===== config.mk =====
export PLATFORM = sky130hd
export DESIGN_NAME = audio_deserializer_flat
export DESIGN_NICKNAME = d
export VERILOG_FILES = /design/src/rtl/audio_deserializer_if.sv /design/src/rtl/audio_deserializer.sv /design/src/flat_wrapper.sv
export SDC_FILE = /design/constraint.sdc
export NUM_CORES = 1
export LEC_CHECK = 0
export CORE_MARGIN = 2
export CORE_UTILIZATION = 52
export CTS_CLUSTER_SIZE = 25
export DETAILED_ROUTE_END_ITERATION = 6
export PLACE_DENSITY = 0.8
export SLEW_MARGIN = 20
export SYNTH_ARGS = -nofsm -noshare
export SYNTH_HDL_FRONTEND = slang
export SYNTH_SLANG_ARGS = --single-unit

===== constraint.sdc =====
create_clock -name clock -period 2.6 [get_ports clock]
set_clock_uncertainty 0.15 [all_clocks]
set_input_delay 0.65 -clock clock [delete_from_list [all_inputs] [get_ports clock]]
set_output_delay 0.65 -clock clock [all_outputs]
set_load 0.01 [all_outputs]

===== src/rtl/audio_deserializer_if.sv =====
// Codec stream in, parallel sample and status pulses out.
// The deserializer sits on the slave side; the codec/test side uses master.
interface audio_deserializer_if #(
   parameter int SAMPLE_WIDTH = 16
);
   logic                    enable;
   logic                    bitClk;
   logic                    lrClk;
   logic                    serialIn;
   logic [SAMPLE_WIDTH-1:0] sample;
   logic                    desDone;
   logic                    frameError;

   modport master (
      output enable, bitClk, lrClk, serialIn,
      input  sample, desDone, frameError
   );

   modport slave (
      input  enable, bitClk, lrClk, serialIn,
      output sample, desDone, frameError
   );
endinterface


===== src/rtl/audio_deserializer.sv =====
// I2S mono capture: waits for the capture-channel frame edge, discards the
// one-bit I2S delay slot, shifts SAMPLE_WIDTH bits MSB first and presents
// the word with a one-cycle desDone pulse. An early frame edge aborts the
// word with a one-cycle frameError pulse and resynchronises immediately.
module audio_deserializer #(
   parameter int SAMPLE_WIDTH = 16,
   parameter bit LEFT_CHANNEL = 1'b1
) (
   input  logic                clock,
   input  logic                reset,
   audio_deserializer_if.slave bus
);
   localparam int               W          = SAMPLE_WIDTH;
   localparam int               CNT_W      = $clog2(SAMPLE_WIDTH + 1);
   localparam logic [CNT_W-1:0] LAST_CNT   = CNT_W'(SAMPLE_WIDTH - 1);
   // lrClk level that marks the word we capture (left word has lrClk low)
   localparam logic             CAPTURE_LR = !LEFT_CHANNEL;

   typedef enum logic [1:0] {ST_IDLE, ST_WAIT, ST_SKIP, ST_SHIFT} state_t;

   state_t           state_q, state_d;
   logic             bit_clk_q;
   logic             lr_prev_q, lr_prev_d;
   logic [CNT_W-1:0] cnt_q, cnt_d;
   logic [W-1:0]     shift_q, shift_d;
   logic [W-1:0]     sample_q, sample_d;
   logic             des_done_q, des_done_d;
   logic             frame_error_q, frame_error_d;

   logic             bit_rise;
   logic             frame_edge;
   logic             word_done;
   logic [W-1:0]     shifted;

   assign bit_rise   = bus.bitClk & ~bit_clk_q;
   assign frame_edge = bit_rise & (lr_prev_q != bus.lrClk) & (bus.lrClk == CAPTURE_LR);
   assign word_done  = bit_rise & (cnt_q == LAST_CNT);
   assign shifted    = {shift_q[W-2:0], bus.serialIn};
   // lrClk history tracks every bit slot, even while capture is disabled
   assign lr_prev_d  = bit_rise ? bus.lrClk : lr_prev_q;

   // State and datapath registers with synchronous reset
   always_ff @(posedge clock) begin
      if (reset) begin
         state_q       <= ST_IDLE;
         bit_clk_q     <= 1'b0;
         lr_prev_q     <= LEFT_CHANNEL;
         cnt_q         <= '0;
         shift_q       <= '0;
         sample_q      <= '0;
         des_done_q    <= 1'b0;
         frame_error_q <= 1'b0;
      end else begin
         state_q       <= state_d;
         bit_clk_q     <= bus.bitClk;
         lr_prev_q     <= lr_prev_d;
         cnt_q         <= cnt_d;
         shift_q       <= shift_d;
         sample_q      <= sample_d;
         des_done_q    <= des_done_d;
         frame_error_q <= frame_error_d;
      end
   end

   // Next-state logic; dropping enable always returns to IDLE
   always_comb begin
      state_d = state_q;
      if (!bus.enable) begin
         state_d = ST_IDLE;
      end else begin
         case (state_q)
            ST_IDLE:  state_d = ST_WAIT;
            ST_WAIT:  if (frame_edge) state_d = ST_SKIP;
            ST_SKIP:  if (frame_edge) state_d = ST_SKIP;
                      else if (bit_rise) state_d = ST_SHIFT;
            ST_SHIFT: if (frame_edge) state_d = ST_SKIP;
                      else if (word_done) state_d = ST_WAIT;
            default:  state_d = ST_IDLE;
         endcase
      end
   end

   // Datapath and pulse outputs; a disabled cycle silently drops the word
   always_comb begin
      cnt_d         = cnt_q;
      shift_d       = shift_q;
      sample_d      = sample_q;
      des_done_d    = 1'b0;
      frame_error_d = 1'b0;
      if (bus.enable) begin
         case (state_q)
            ST_WAIT: begin
               if (frame_edge) cnt_d = '0;
            end
            ST_SKIP: begin
               if (frame_edge) begin
                  frame_error_d = 1'b1;
                  cnt_d         = '0;
               end else if (bit_rise) begin
                  shift_d = W'(bus.serialIn);
                  cnt_d   = CNT_W'(1);
               end
            end
            ST_SHIFT: begin
               if (frame_edge) begin
                  frame_error_d = 1'b1;
                  cnt_d         = '0;
               end else if (bit_rise) begin
                  shift_d = shifted;
                  cnt_d   = cnt_q + CNT_W'(1);
                  if (word_done) begin
                     sample_d   = shifted;
                     des_done_d = 1'b1;
                  end
               end
            end
            default: ;
         endcase
      end
   end

   assign bus.sample     = sample_q;
   assign bus.desDone    = des_done_q;
   assign bus.frameError = frame_error_q;
endmodule


===== src/flat_wrapper.sv =====
// flat-port wrapper written by rule: the top's interface ports become plain ports
module audio_deserializer_flat 
#(
   parameter int SAMPLE_WIDTH = 16,
   parameter bit LEFT_CHANNEL = 1'b1
)
  (clock, reset, bus_enable, bus_bitClk, bus_lrClk, bus_serialIn, bus_sample, bus_desDone, bus_frameError);
  audio_deserializer_if #(.SAMPLE_WIDTH(SAMPLE_WIDTH)) bus_i ();
  input  logic clock;
  input  logic reset;
  input wire logic [$bits(bus_i.enable)-1:0] bus_enable;
  input wire logic [$bits(bus_i.bitClk)-1:0] bus_bitClk;
  input wire logic [$bits(bus_i.lrClk)-1:0] bus_lrClk;
  input wire logic [$bits(bus_i.serialIn)-1:0] bus_serialIn;
  output wire logic [$bits(bus_i.sample)-1:0] bus_sample;
  output wire logic [$bits(bus_i.desDone)-1:0] bus_desDone;
  output wire logic [$bits(bus_i.frameError)-1:0] bus_frameError;
  assign bus_i.enable = bus_enable;
  assign bus_i.bitClk = bus_bitClk;
  assign bus_i.lrClk = bus_lrClk;
  assign bus_i.serialIn = bus_serialIn;
  assign bus_sample = bus_i.sample;
  assign bus_desDone = bus_i.desDone;
  assign bus_frameError = bus_i.frameError;
  audio_deserializer #(.SAMPLE_WIDTH(SAMPLE_WIDTH), .LEFT_CHANNEL(LEFT_CHANNEL)) u_core (.clock(clock), .reset(reset), .bus(bus_i));
endmodule

**Yosys cells after proc, flatten, opt, wreduce, memory -nomap -nowiden**

Cells that the tools add are included.

- Logic and storage cells: 63
- Register bits: 42
- Output and inout bits: 18

- Equality and inequality tests: 13
- Add/subtract/negate cells: 1
- Muxes and demuxes: 19
- Reductions and logical operators: 11
- Bitwise logic cells: 11

Operator list:

| cell | number |
|---|---|
| $mux 15 | 4 |
| $pmux 15 s2 | 1 |
| $mux 5 | 5 |
| $pmux 5 s3 | 1 |
| $mux 2 | 5 |
| $reduce_and 5->1 | 2 |
| $ne 3x1->1 const B | 3 |
| $pmux 2 s4 | 1 |
| $not 1->1 | 7 |
| $ne 2x1->1 const B | 3 |
| $reduce_and 6->1 | 1 |
| $add 5x1->5 const B | 1 |
| $eq 5x4->1 const B | 1 |
| $reduce_or 5->1 | 1 |
| $and 1x1->1 | 4 |
| $eq 2x2->1 const B | 2 |
| $ne 2x2->1 const B | 2 |
| $reduce_or 2->1 | 2 |
| $reduce_and 3->1 | 1 |
| $reduce_bool 3->1 | 1 |
| $reduce_or 3->1 | 1 |
| $eq 2x1->1 const B | 1 |
| $logic_not 2->1 | 1 |
| $mux 1 | 2 |
| 2 further kinds | 2 |

**Logic depth before layout (Yosys ltp)**

- Depth in word-level cells: 6
- Depth in mapped cells: 8

**Least setup slack after synthesis**

OpenSTA, ideal clock, no wires.

- Path kind: in2reg
- Start: input reset
- End: register u_core.cnt_q[3]
- Path slack: 0.540 ns
- Path buffers: 1
- Library setup time: 0.079 ns
- Data required time: 2.371 ns
- Arrival time: 1.831 ns
- Stages on the path: 5
- Cells stage by stage: clkbuf_1 -> nand2b_1 -> or4_1 -> or3_1 -> o211ai_1

RTL lines:

| item | RTL line | source |
|---|---|---|
| start, declared | flat_wrapper.sv:10 | `input logic reset;` |
| end signal, assigned | audio_deserializer.sv:57 | `cnt_q <= cnt_d;` |
| end, declared | audio_deserializer.sv:24 | `logic [CNT_W-1:0] cnt_q, cnt_d;` |

**Worst setup path after layout**

- Start: input bus_bitClk
- End: register u_core.cnt_q[3]

- Cells in the longest elaborated chain, start to end: 5
- Elaborated cells on any way between the ends: 10

Ends and longest elaborated chain:

| item | RTL line | source |
|---|---|---|
| start, declared | flat_wrapper.sv:12 | `input wire logic [$bits(bus_i.bitClk)-1:0] bus_bitClk;` |
| $and 1x1->1 (*) | audio_deserializer.sv:35 | `assign bit_rise = bus.bitClk & ~bit_clk_q;` |
| $and 1x1->1 (2 in a row) | audio_deserializer.sv:36 | `assign frame_edge = bit_rise & (lr_prev_q != bus.lrClk) & (bus.lrClk == CAPTURE_LR);` |
| $ne 3x1->1 (no line) (tied with other cells) | - |  |
| $reduce_and 5->1 (no line) or $pmux 5 s3 (tied branches) | - |  |

Every way passes the cells marked *; elsewhere a longest branch is shown, timed or not.
A chain may end at the register's enable or synchronous reset.

==> results.txt <==
Clk pin slew, worst setup/hold paths -> 0.11 ns
RSZ-0062 raised after global routing -> false
Synth Register Bits -> 42
Final setup margin -> 0.428 ns
Post-cts gate resize count -> 0
Dpl hpwl -> 2150 um
Initial antenna violation count -> 0
Core Area -> 3030 um2
Die height -> 60.3 um
Period minus WS final -> 2.17 ns
Global Route Usage Sum -> 0.197
Worst EP arrival -> 2.30 ns
Sequential power share -> 0.662
RR Startpoint -> u_core.cnt_q[0]$_SDFFE_PP0P_
Pre-CTS setup slack -> 0.0683 ns
Status -> complete, no violations
Yosys top cell by area -> dfxtp_1
Psw -> 0.216 mW
Tot Pwr -> 0.982 mW
Via count -> 1,299
Post-route ant nets -> 0
Pwr dens -> 495 nW/um2
Htree depth -> 2
Via/cell ratio -> 5.24
First-pass GRT wire length -> 5230 um
1st-iter DRT viols -> 66
Asr flop ratio synth -> 0
Crit path max fanout -> 7
Pins Over Slew Limit -> 0
# Post-CTS Setup Buffers -> 0
Crit Path Category -> in2reg
Commonest cells in the netlist -> dfxtp_1 (42), nand2_1 (23), nand3_1 (19), nor2_1 (19)
Hold Buf Count CTS -> 0
Yosys cell types -> 34
Synth warn -> 0
Routability Congestion -> 0.847
Syn_nets -> 186
P_int -> 0.766 mW
Clk sinks -> 42
Inserted Clock Buffers -> 5
Post-synth EDFFs -> 0
Die area -> 3630 um2
Die width -> 60.3 um
Post-Layout Cell Count -> 248
FF-to-FF End -> u_core.bus.sample[7]$_SDFFE_PP0P_
Final hold slack -> 0.327 ns
Worst R2R Setup Slack -> 0.55 ns
# IOs -> 24
Measured slew at the worst slew-check pin -> 0.555 ns
Wire length on met3 -> 148 um
Share of the synthesized area in the top cell type -> 0.511
Peak supply drop -> 0.346 mV
Largest net degree at the start of global routing -> 36
Syn avg cell area -> 9.24 um2
MaxCap Viol Count -> 0
Count of final hold-check violations -> 0
Layout Area Growth over Synthesis -> 20.5%
Vias in the first global route -> 1,204
M1 wire length -> 1410 um
WL/cell -> 12.8 um
Critical Path End Type -> register
Num rows -> 20
First-pass DRT Iterations -> 4
Endpoints failing setup -> 0
DRC -> 0
Largest cells by area after synthesis -> dfxtp_1 (51%), mux2i_1 (9.7%), nand3_1 (5.8%)
Post-Synthesis Cells -> 178
Syn Std Cell Area -> 1650 um2
Worst-Skew Late Latency -> 0.35 ns
Top sig layer -> met4
Combinational share of power -> 0.041
Metal2 WL -> 1550 um
Most used DFF post-synth -> dfxtp_1
Req. time, crit path -> 2.73 ns
R2R depth -> 8
Clk pwr share -> 0.297
Setup TNS -> 0 ns
Total global routing overflow -> 0
Normalized max-slew margin -> 0.629
Critical path startpoint -> bus_bitClk
Antenna diodes -> 0
Sequential fraction of the synthesis area -> 0.511
Hold WC Path Type -> reg2reg
TritonCTS clock tree -> yes
Count leader, synth -> dfxtp_1
Placed insts -> 241
Overall routed net length -> 3160 um
Switching Fraction -> 0.220
Ratio of cells with drive above 1 in the final layout -> 0.0735
Max Fclk -> 460 MHz
Clk Tree Root Cell -> clkbuf_4
Starting Density -> 0.543
Fin crit share -> 0.835
Worst Setup EP -> u_core.cnt_q[3]$_SDFFE_PP0P_
Nets -> 212
Clock Tree Buf Depth -> 2
P_leak -> 0.661 nW
Port bufs -> 23
Type of origin of the critical path -> primary input
kinds of logic after synthesis:
logic type      Yosys count  synth area share
buf+inv                  13            0.0350
compound gates           25            0.0920
mux                      16            0.0973
flops                    42             0.511
simple gates             80             0.249
fa+ha+maj                 2            0.0152
critical path, stage by stage:
cell and delay [ns]:
clkdlybuf4s50_1 0.55, nand2b_4 0.11, or4_1 0.54, or3_1 0.35
o211ai_1 0.09
worst min-delay path by stage:
stage	start	to	slack (ns)	depth (start not counted)
finish	u_core.cnt_q[4]$_SDFFE_PP0P_	u_core.cnt_q[4]$_SDFFE_PP0P_	0.33	2
global route	u_core.shift_q[9]$_SDFFE_PP0P_	u_core.shift_q[9]$_SDFFE_PP0P_	0.34	2
CTS	u_core.cnt_q[4]$_SDFFE_PP0P_	u_core.cnt_q[4]$_SDFFE_PP0P_	0.33	2
detailed placement	u_core.cnt_q[4]$_SDFFE_PP0P_	u_core.cnt_q[4]$_SDFFE_PP0P_	0.32	2
global placement	u_core.shift_q[14]$_SDFFE_PP0P_	u_core.shift_q[14]$_SDFFE_PP0P_	0.30	2
floorplan	u_core.shift_q[14]$_SDFFE_PP0P_	u_core.shift_q[14]$_SDFFE_PP0P_	0.28	2
stage by stage:
stage          instance area [um2]   util
2_1_floorplan                 1650      -
3_3_place_gp                  1940  0.640
3_5_place_dp                  1940  0.640
4_1_cts                       1980  0.655
5_1_grt                       1980  0.655
6_report                      1980  0.655
placed cells by master (no fill, tap or decap), types with 2 or more instances in the layout:
cell type,netlist,routed
inv_1,4,4
clkdlybuf4s50_1,0,23
nor2b_1,2,2
dfxtp_1,42,42
or3_1,3,3
a22oi_1,2,2
nand3_1,19,19
nor2_1,19,19
mux2i_1,16,16
o211ai_1,2,2
ha_1,2,2
buf_4,0,4
clkbuf_1,7,2
a21oi_1,16,16
clkbuf_4,0,5
nand2_1,23,23
power groups by stage:
stage	sequential [mW]	combinational [mW]	clock, mW
after global routing	0.651	0.0444	0.332
after global placement	0.665	0.0396	0
after floorplan	0.664	0.0243	0
after detailed placement	0.665	0.0407	0
final	0.650	0.0407	0.291
after CTS	0.650	0.0409	0.300
routing by layer:
metal | up-vias | track usage
li1 | 660 | -
met1 | 609 | 0.230
met2 | 23 | 0.323
met3 | 7 | 0.0693
met4 | 0 | 0.0889
met5 | - | 0
area by class of cell:
| class | count | area (um2) |
|---|---|---|
| fillers | 265 | 1040 |
| multi-input cells | 123 | 747 |
| well taps | 44 | 55.1 |
| inverters | 4 | 15.0 |
| repair buffers | 28 | 280 |
| flip-flops and latches | 42 | 841 |
| clock buffers | 7 | 45.0 |
sequential cells by signal, indices dropped and copies added, names as in the netlist:
name and flops:
u_core.bus.sample 16, u_core.shift_q 15, u_core.cnt_q 5, u_core.state_q 2, u_core.bit_clk_q 1, u_core.bus.desDone 1
u_core.bus.frameError 1, u_core.lr_prev_q 1
Note: power is estimated with default switching activity, not from simulation.
